==> src/rtl/upload_arbiter_if.sv <==
// Handshake bundle between per-channel upload sources and the merged downstream stream.
// master: arbiter side; slave: sources plus downstream sink.
interface upload_arbiter_if #(
    parameter int unsigned NUM_CHANNELS = 2
);
    logic [NUM_CHANNELS-1:0]   in_req;
    logic [NUM_CHANNELS*8-1:0] in_data;
    logic [NUM_CHANNELS*8-1:0] in_source;
    logic [NUM_CHANNELS-1:0]   in_valid;
    logic [NUM_CHANNELS-1:0]   in_ready;
    logic                      merged_req;
    logic [7:0]                merged_data;
    logic [7:0]                merged_source;
    logic                      merged_valid;
    logic                      merged_ready;
    logic [2:0]                active_channel;
    logic                      timeout_pulse;

    modport master (
        input  in_req, in_data, in_source, in_valid, merged_ready,
        output in_ready, merged_req, merged_data, merged_source, merged_valid,
        output active_channel, timeout_pulse
    );

    modport slave (
        output in_req, in_data, in_source, in_valid, merged_ready,
        input  in_ready, merged_req, merged_data, merged_source, merged_valid,
        input  active_channel, timeout_pulse
    );
endinterface

==> src/rtl/upload_arbiter.sv <==
// Round-robin arbiter merging packed upload channels into one framed byte stream,
// with a stall watchdog that revokes a grant held without progress.
module upload_arbiter #(
    parameter int unsigned NUM_CHANNELS   = 2,
    parameter logic [15:0] TIMEOUT_CYCLES = 16'd1024
) (
    input  logic             clk,
    input  logic             rst_n,
    upload_arbiter_if.master bus_io
);
    typedef enum logic [1:0] {StIdle, StActive, StRelease} state_e;

    state_e      state_q, state_d;
    logic [2:0]  rr_ptr_q, rr_ptr_d;
    logic [2:0]  grant_idx_q, grant_idx_d;
    logic [15:0] stall_q, stall_d;

    logic       pick_found;
    logic [2:0] pick_idx;
    logic       sel_req;
    logic       sel_valid;
    logic [7:0] sel_data;
    logic [7:0] sel_source;
    logic       xfer;

    // First requester at or after rr_ptr, wrapping modulo NUM_CHANNELS.
    always_comb begin
        pick_found = 1'b0;
        pick_idx   = 3'd0;
        for (int unsigned k = 0; k < NUM_CHANNELS; k++) begin
            for (int unsigned i = 0; i < NUM_CHANNELS; i++) begin
                if (!pick_found && bus_io.in_req[i] &&
                    (i == (32'(rr_ptr_q) + k) % NUM_CHANNELS)) begin
                    pick_found = 1'b1;
                    pick_idx   = 3'(i);
                end
            end
        end
    end

    always_comb begin
        sel_req    = 1'b0;
        sel_valid  = 1'b0;
        sel_data   = 8'h00;
        sel_source = 8'h00;
        for (int unsigned i = 0; i < NUM_CHANNELS; i++) begin
            if (32'(grant_idx_q) == i) begin
                sel_req    = bus_io.in_req[i];
                sel_valid  = bus_io.in_valid[i];
                sel_data   = bus_io.in_data[i*8 +: 8];
                sel_source = bus_io.in_source[i*8 +: 8];
            end
        end
    end

    assign xfer = (state_q == StActive) && sel_valid && bus_io.merged_ready;

    always_comb begin
        state_d     = state_q;
        rr_ptr_d    = rr_ptr_q;
        grant_idx_d = grant_idx_q;
        stall_d     = stall_q;

        bus_io.merged_req     = 1'b0;
        bus_io.merged_valid   = 1'b0;
        bus_io.merged_data    = 8'h00;
        bus_io.merged_source  = 8'h00;
        bus_io.in_ready       = '0;
        bus_io.active_channel = 3'd0;
        bus_io.timeout_pulse  = 1'b0;

        unique case (state_q)
            StIdle: begin
                if (pick_found) begin
                    state_d     = StActive;
                    grant_idx_d = pick_idx;
                    rr_ptr_d    = 3'((32'(pick_idx) + 1) % NUM_CHANNELS);
                    stall_d     = 16'd0;
                end
            end
            StActive: begin
                bus_io.merged_req     = 1'b1;
                bus_io.merged_valid   = sel_valid;
                bus_io.merged_data    = sel_data;
                bus_io.merged_source  = sel_source;
                bus_io.active_channel = grant_idx_q;
                for (int unsigned i = 0; i < NUM_CHANNELS; i++) begin
                    if (32'(grant_idx_q) == i) begin
                        bus_io.in_ready[i] = bus_io.merged_ready;
                    end
                end

                if (xfer) begin
                    stall_d = 16'd0;
                end else if (stall_q != 16'hFFFF) begin
                    stall_d = stall_q + 16'd1;
                end

                // Request drop outranks the watchdog; a same-cycle transfer still completes.
                if (!sel_req) begin
                    state_d = StRelease;
                end else if (!xfer && (stall_q == TIMEOUT_CYCLES - 16'd1)) begin
                    state_d              = StRelease;
                    bus_io.timeout_pulse = 1'b1;
                end
            end
            StRelease: begin
                state_d = StIdle;
            end
            default: begin
                state_d = StIdle;
            end
        endcase
    end

    always_ff @(posedge clk or negedge rst_n) begin
        if (!rst_n) begin
            state_q     <= StIdle;
            rr_ptr_q    <= 3'd0;
            grant_idx_q <= 3'd0;
            stall_q     <= 16'd0;
        end else begin
            state_q     <= state_d;
            rr_ptr_q    <= rr_ptr_d;
            grant_idx_q <= grant_idx_d;
            stall_q     <= stall_d;
        end
    end
endmodule

==> src/flat_wrapper.sv <==
// flat-port wrapper written by rule: the top's interface ports become plain ports
module upload_arbiter_flat 
#(
    parameter int unsigned NUM_CHANNELS   = 2,
    parameter logic [15:0] TIMEOUT_CYCLES = 16'd1024
)
  (clk, rst_n, bus_io_in_req, bus_io_in_data, bus_io_in_source, bus_io_in_valid, bus_io_merged_ready, bus_io_in_ready, bus_io_merged_req, bus_io_merged_data, bus_io_merged_source, bus_io_merged_valid, bus_io_active_channel, bus_io_timeout_pulse);
  upload_arbiter_if #(.NUM_CHANNELS(NUM_CHANNELS)) bus_io_i ();
  input  logic clk;
  input  logic rst_n;
  input wire logic [$bits(bus_io_i.in_req)-1:0] bus_io_in_req;
  input wire logic [$bits(bus_io_i.in_data)-1:0] bus_io_in_data;
  input wire logic [$bits(bus_io_i.in_source)-1:0] bus_io_in_source;
  input wire logic [$bits(bus_io_i.in_valid)-1:0] bus_io_in_valid;
  input wire logic [$bits(bus_io_i.merged_ready)-1:0] bus_io_merged_ready;
  output wire logic [$bits(bus_io_i.in_ready)-1:0] bus_io_in_ready;
  output wire logic [$bits(bus_io_i.merged_req)-1:0] bus_io_merged_req;
  output wire logic [$bits(bus_io_i.merged_data)-1:0] bus_io_merged_data;
  output wire logic [$bits(bus_io_i.merged_source)-1:0] bus_io_merged_source;
  output wire logic [$bits(bus_io_i.merged_valid)-1:0] bus_io_merged_valid;
  output wire logic [$bits(bus_io_i.active_channel)-1:0] bus_io_active_channel;
  output wire logic [$bits(bus_io_i.timeout_pulse)-1:0] bus_io_timeout_pulse;
  assign bus_io_i.in_req = bus_io_in_req;
  assign bus_io_i.in_data = bus_io_in_data;
  assign bus_io_i.in_source = bus_io_in_source;
  assign bus_io_i.in_valid = bus_io_in_valid;
  assign bus_io_i.merged_ready = bus_io_merged_ready;
  assign bus_io_in_ready = bus_io_i.in_ready;
  assign bus_io_merged_req = bus_io_i.merged_req;
  assign bus_io_merged_data = bus_io_i.merged_data;
  assign bus_io_merged_source = bus_io_i.merged_source;
  assign bus_io_merged_valid = bus_io_i.merged_valid;
  assign bus_io_active_channel = bus_io_i.active_channel;
  assign bus_io_timeout_pulse = bus_io_i.timeout_pulse;
  upload_arbiter #(.NUM_CHANNELS(NUM_CHANNELS), .TIMEOUT_CYCLES(TIMEOUT_CYCLES)) u_core (.clk(clk), .rst_n(rst_n), .bus_io(bus_io_i));
endmodule
==> config.mk <==
export PLATFORM = sky130hd
export DESIGN_NAME = upload_arbiter_flat
export DESIGN_NICKNAME = d
export VERILOG_FILES = /design/src/rtl/upload_arbiter_if.sv /design/src/rtl/upload_arbiter.sv /design/src/flat_wrapper.sv
export SDC_FILE = /design/constraint.sdc
export NUM_CORES = 1
export LEC_CHECK = 0
export ABC_AREA = 0
export BUFFER_PORTS_ARGS = -buffer_cell sky130_fd_sc_hd__buf_2
export CORE_AREA = 2 2 59 61
export CTS_BUF_LIST = sky130_fd_sc_hd__clkbuf_8
export CTS_CLUSTER_SIZE = 8
export DETAILED_ROUTE_END_ITERATION = 8
export DIE_AREA = 0 0 61 63
export GPL_TIMING_DRIVEN = 1
export HOLD_SLACK_MARGIN = 0.05
export PLACE_DENSITY = 0.85
export SYNTH_ARGS = -nofsm -noshare
export SYNTH_HDL_FRONTEND = slang
export SYNTH_SLANG_ARGS = --single-unit
==> constraint.sdc <==
create_clock -name clk -period 2.6 [get_ports clk]
set_input_delay 0.13 -clock clk [delete_from_list [all_inputs] [get_ports clk]]
set_output_delay 0.13 -clock clk [all_outputs]
set_load 0.1 [all_outputs]
==> out/metrics.yaml, run 1 <==
run_status: "completed"
min_path_type: "input pin to flip-flop"
yosysTopAreaCellShare_pct: 32.65
start_util_pct: 47.43
core-area_um2: 3232
cts_tree: "done"
drtPass1Iterations: 4
postSynth.asyncResetShare_pct: 100.0
yosys_most_used_dff: "dfrtp_1"
clock_skew_ns: 0.0008741
grt_pass1_vias: 1505
synth_fa_ha_area_share_pct: 0.8163
p_clk_share_pct: 7.5
combPwrFrac_pct: 75.8
required_ns: 2.47
ff_latch_area_um2: 500.5
synth_area_leaders: "dfrtp_1, mux2i_1, a31oi_1"
slew_viol_final: 0
die_x_um: 61
rsz0062_at_grt: "no"
grt_usage_pct: 22.02
tns_ns: 0
grt_pass1_wl_um: 6589
hold_viol: 0
fmax_ghz: 0.4650
viasPerCell: 5.771
htreeDepth: 1
hpwl_um: 3126
fill_cells: 285
yosys_register_bits: 20
yosysWarningCount: 0
dp.cells: 276
final_util_pct: 59.35
cp-end-kind: "output pin"
antenna_left: 0
arrival_ns: 2.02
synth_xor_area_share_pct: 0
drtIter0Drc: 62
synth_edf_count: 0
synth_compound_area_share_pct: 21.31
path_max_fanout: 6
grt_overflow: 0
grt_start_max_net_pins: 22
fin_crit_sh_pct: 82.72
p_total_mw: 2.606
fp-row-count: 21
cts-buffers-inserted: 3
worst_slew_pin_slew_ns: 0.6041
via_count: 1616
synth_mux_area_share_pct: 12.49
antenna_found_initial: 0
synth_simple_gate_area_share_pct: 26.86
yosys.area.top_type: "dfrtp_1"
synth_common_cells: "nor2_1, dfrtp_1, mux2i_1"
synth_area_per_cell_um2: 8.563
ir_drop_mv: 0.7895
numClockSinks: 20
synthCells: 179
final_layout_size_suffix_gt1_share_pct: 33.33
worst-setup-path-type: "flip-flop to output pin"
route.detailed.drc: 0
cp-start-kind: "flip-flop"
sw_frac_of_total_pct: 67.31
fin_ws_ns: 0.4493
max_slew_margin_pct: 59.73
power.internal_mw: 0.8518
dieHeight_um: 63
synthMostInstantiatedCell: "nor2_1"
area.growth.synth_to_final_pct: 25.14
io_buffers: 60
synth-seq-area-share_pct: 32.65
synth_area_um2: 1533
root_buffer: "clkbuf_8"
ys_types: 50
p_switching_mw: 1.754
finalSetupViolCount: 0
layout.cells.non_filler: 280
clk_path_buf_depth: 2
maxCapViolations: 0
num_antenna_cells: 0
power.density_nw_per_um2: 1359
sequentialPowerShare_pct: 16.7
nets: 276
multi_input_area_um2: 952.2
rrSetupSlack_ns: 0.54
die_area_um2: 3843
synth_top_family_by_area: "simple AND/OR/NAND/NOR gates"
routed_wl_um: 4065
gp_congestion: 0.8684
routedWlPerCell_um: 14.52
clkTransAtPathRegs_ns: 0.07
insertion_delay_ns: 0.25
postCtsSetupRepairBufs: 0
fin_crit_ns: 2.151
pre_cts_ws_ns: 0.5445
p_leak_nw: 0.9492
ios: 63
==> per-layer routing <==
metal | vias up | wire (um) | global-route usage (%)
li1 | 779 | - | -
met5 | - | 0 | 0
met1 | 771 | 1695 | 28.22
met3 | 6 | 259 | 4.969
met4 | 0 | 40 | 5.707
met2 | 60 | 2069 | 36.69
==> critical path: stages (launching register included) <==
cell and delay, ns:
dfrtp_1 0.43, nor4_1 0.31, nand4bb_1 0.15, or3_2 0.51
nor2_2 0.17, buf_12 0.19
==> layout by cell type, fill, tap and decap left out, types with 2 or more instances in the layout <==
| master | instances |
|---|---|
| buf_2 | 59 |
| nor2_1 | 22 |
| dfrtp_1 | 20 |
| mux2i_1 | 18 |
| nand2_1 | 16 |
| a31oi_1 | 14 |
| a21oi_1 | 7 |
| o21ai_0 | 7 |
| inv_1 | 5 |
| nand3_1 | 5 |
| a41oi_1 | 4 |
| and3_1 | 3 |
| nand4_1 | 3 |
| and4_1 | 3 |
| clkbuf_8 | 3 |
| buf_4 | 3 |
| nand2b_1 | 2 |
| nor4_1 | 2 |
| and2_1 | 2 |
| nor3_1 | 2 |
| a2bb2oi_1 | 2 |
| o31ai_1 | 2 |
| conb_1 | 2 |
==> power groups by stage <==
stage	clock, mW	combinational [mW]	sequential [mW]
2_1_floorplan	0	1.69	0.421
3_3_place_gp	0	1.96	0.436
3_5_place_dp	0	1.98	0.440
4_1_cts	0.208	1.98	0.435
5_1_grt	0.218	2.08	0.446
6_report	0.196	1.97	0.435
==> per-stage QoR <==
| stage | hold slack [ns] | cell area [um^2] |
|---|---|---|
| after global routing | 0.1288 | 1918 |
| final | 0.1162 | 1918 |
| after floorplan | -0.1656 | 1539 |
| after global placement | 0.1035 | 1867 |
| after detailed placement | 0.1064 | 1867 |
| after CTS | 0.1159 | 1918 |
==> timing repair <==
item / in CTS / in global routing
hold buffers: 1 / 0
gates resized for setup: 0 / 0
setup endpoints to repair: 0 / 0
endpoints found under the hold margin: 20 / 0
==> sequential cells by signal, indices dropped and copies added, names as in the netlist <==
| name | cells |
|---|---|
| u_core.rr_ptr_q | 1 |
| u_core.grant_idx_q | 1 |
| u_core.state_q | 2 |
| u_core.stall_q | 16 |
==> final cells by class <==
class | instances | share of cell area (%)
Clock buffer | 3 | 2.153
Timing Repair Buffer | 64 | 18.13
Sequential cell | 20 | 26.09
Inverter | 5 | 0.9785
Multi-Input combinational cell | 142 | 49.64
Tap cell | 46 | 3.001
==> path summary, 6_finish.rpt <==
| check | cells after the start | startpoint | endpoint |
|---|---|---|---|
| max in group asynchronous | 2 | rst_n | u_core.stall_q[5] |
| setup / recovery | 5 | u_core.stall_q[10] | bus_io_timeout_pulse |
| setup reg to reg | 6 | u_core.state_q[1] | u_core.stall_q[7] |
| hold / removal | 2 | bus_io_in_req[0] | u_core.grant_idx_q[0] |
| hold reg to reg | 1 | u_core.rr_ptr_q[0] | u_core.rr_ptr_q[0] |
| min in group asynchronous | 2 | rst_n | u_core.stall_q[4] |
==> cells by family after synthesis <==
logic type	after synthesis
adders and majority gates	1
other	1
and+or+nand+nor	72
DFF	20
muxes	19
buffers and inverters	18
AOI/OAI and AO/OA	48
Power figures use the tool's default switching activity.
==> inputs of run 2 (changes only) <==
--- a/config.mk
+++ b/config.mk
@@ -5,7 +5,7 @@
 export SDC_FILE = /design/constraint.sdc
 export NUM_CORES = 1
 export LEC_CHECK = 0
-export ABC_AREA = 0
+export ABC_AREA = 1
 export BUFFER_PORTS_ARGS = -buffer_cell sky130_fd_sc_hd__buf_2
 export CORE_AREA = 2 2 59 61
 export CTS_BUF_LIST = sky130_fd_sc_hd__clkbuf_8
@@ -14,7 +14,7 @@
 export DIE_AREA = 0 0 61 63
 export GPL_TIMING_DRIVEN = 1
 export HOLD_SLACK_MARGIN = 0.05
-export PLACE_DENSITY = 0.85
+export PLACE_DENSITY = 0.86
 export SYNTH_ARGS = -nofsm -noshare
 export SYNTH_HDL_FRONTEND = slang
 export SYNTH_SLANG_ARGS = --single-unit
==> constraint.sdc (replaced) <==
create_clock -name clk -period 2.1 [get_ports clk]
set_input_delay 0.105 -clock clk [delete_from_list [all_inputs] [get_ports clk]]
set_output_delay 0.105 -clock clk [all_outputs]
set_load 0.1 [all_outputs]
==> run 2 against run 1 <==
  * Critical path depth increased by 3
  * Clock power is 53% higher
  * Cell count rose by 20%
  * Critical path type unchanged
  * Largest cell class unchanged
  * Highest routed layer unchanged
==> out/metrics.yaml, run 2 <==
run_status: "completed"
layout_commonest_cell: "nand2_1"
crit_top_cell: "nor2_4"
postSynth.asyncResetShare_pct: 100.0
synth_edf_count: 0
fin_crit_sh_pct: 97.43
routedWlPerCell_um: 13.62
path_max_fanout: 5
die_area_um2: 3843
maxCapViolations: 0
clkTransAtPathRegs_ns: 0.08
tns_ns: 0
min_path_type: "input pin to flip-flop"
ir_drop_mv: 0.8289
core-area_um2: 3232
clk_path_buf_depth: 2
crit_chain: "ha_1 > nand2_2 > nor2_4 > nand2_4 > nor2_2 > nand4_1 > nor2_4 > buf_12"
ys_types: 32
synth-seq-area-share_pct: 32.03
synthMostInstantiatedCell: "nand2_1"
cts-buffers-inserted: 3
fp-row-count: 21
fin_ws_ns: 0.05404
p_total_mw: 3.403
rsz0062_at_grt: "yes"
slew_viol_final: 0
cp_top_family: "simple AND/OR/NAND/NOR gates"
cpPeakStageDelay_ns: 0.40
nets: 330
dieHeight_um: 63
grt_usage_pct: 24.49
via_count: 1783
antenna_found_initial: 0
finalSetupViolCount: 0
ios: 63
yosysTopAreaCellShare_pct: 32.03
grt_pass1_vias: 1690
drtIter0Drc: 66
start_util_pct: 48.35
startpoint: "u_core.stall_q[1]"
gp_congestion: 0.8790
io_buffers: 60
yosys.area.top_type: "dfrtp_1"
synth_common_cells: "nand2_1, inv_1, nor2_1"
synthCells: 228
synth_area_leaders: "dfrtp_1, nand2_1, a22o_1"
reg2reg_from: "u_core.state_q[1]"
final_cell_mix: "nand2_1, buf_2, inv_1"
yosys_most_used_dff: "dfrtp_1"
synth_area_um2: 1563
fill_cells: 245
cp-end-kind: "output pin"
critPathSlowestCell: "dfrtp_1"
insertion_delay_ns: 0.26
cts_tree: "done"
hold_viol: 0
p_leak_nw: 1.137
routed_wl_um: 4563
fin_crit_ns: 2.046
grt_start_max_net_pins: 21
fmax_ghz: 0.4888
holdWs_ns: 0.1829
cp_num_buf_inv: 1
drtPass1Iterations: 5
antenna_left: 0
final_util_pct: 70.34
die_x_um: 61
largest_reg_flops: 16
root_buffer: "clkbuf_8"
power.density_nw_per_um2: 1497
hold_path_startpoint: "bus_io_merged_ready"
clock_skew_ns: 0.003377
hpwl_um: 3414
top_register: "u_core.stall_q"
synth_area_per_cell_um2: 6.854
htreeDepth: 1
pre_cts_ws_ns: 0.2852
worst-setup-path-type: "flip-flop to output pin"
route.detailed.drc: 0
grt_overflow: 0
yosys_register_bits: 20
final_layout_size_suffix_gt1_share_pct: 34.95
grt_pass1_wl_um: 7320
required_ns: 2.00
yosysWarningCount: 0
area.growth.synth_to_final_pct: 45.48
arrival_ns: 1.94
cp-start-kind: "flip-flop"
rrSetupSlack_ns: 0.33
reg_top3: "u_core.stall_q: 16 flops, u_core.state_q: 2 flops"
num_antenna_cells: 0
numClockSinks: 20
postCtsSetupRepairBufs: 0
viasPerCell: 5.322
==> run 2: final timing paths <==
path / end / cells past startpoint
max: bus_io_timeout_pulse / 8
min: u_core.stall_q[1] / 4
max reg2reg: u_core.stall_q[9] / 9
min reg2reg: u_core.rr_ptr_q[0] / 2
max in group asynchronous: u_core.stall_q[3] / 2
min in group asynchronous: u_core.stall_q[9] / 2
==> run 2: area by class of cell <==
class | count | area [um^2] | area share, %
multi-input cells | 170 | 933.4 | 41.06
clock buffers | 4 | 55.05 | 2.422
inverters | 31 | 123.9 | 5.449
repair buffers | 64 | 603.1 | 26.53
well taps | 46 | 57.56 | 2.532
flip-flops and latches | 20 | 500.5 | 22.01
==> run 2: where the power goes <==
| group | switching, mW | internal, mW |
|---|---|---|
| logic | 1.81 | 0.805 |
| clock network | 0.132 | 0.167 |
| registers | 0.0444 | 0.442 |
==> run 2: routing by layer <==
| layer | wire, um | up-vias | global-route usage, % |
|---|---|---|---|
| met3 | 311 | 9 | 3.106 |
| li1 | - | 871 | - |
| met5 | 0 | - | 0 |
| met4 | 69 | 0 | 8.152 |
| met2 | 2492 | 75 | 44.22 |
| met1 | 1690 | 828 | 28.68 |
==> run 2: cell families (layout without fill, tap and decap cells) <==
family	Yosys count	count (layout)	synth area share (%)
other	1	2	0.2400
buffers and inverters	39	99	10.81
adder cells (fa/ha/maj)	1	1	0.8005
flip-flops	20	20	32.03
AO/OA/AOI/OAI	38	38	16.65
AND/OR/NAND/NOR	129	129	39.47
==> run 2: through the flow <==
step	cells	instance area, um^2
final	335	2273
after global routing	335	2273
after CTS	335	2256
after detailed placement	330	2188
after global placement	330	2188
after floorplan	229	1600
==> run 2: worst min-delay path, delay by kind of cell <==
kind | cells | cell delay [ns]
simple gates | 2 | 0.12
compound gates | 1 | 0.08
buf+inv | 1 | 0.11
==> run 2: repair_timing <==
item	CTS	global route
hold buffers	1	0
endpoints found under the setup margin	1	17
pin swaps	1	0
gates resized for setup	1	4
endpoints found under the hold margin	20	0
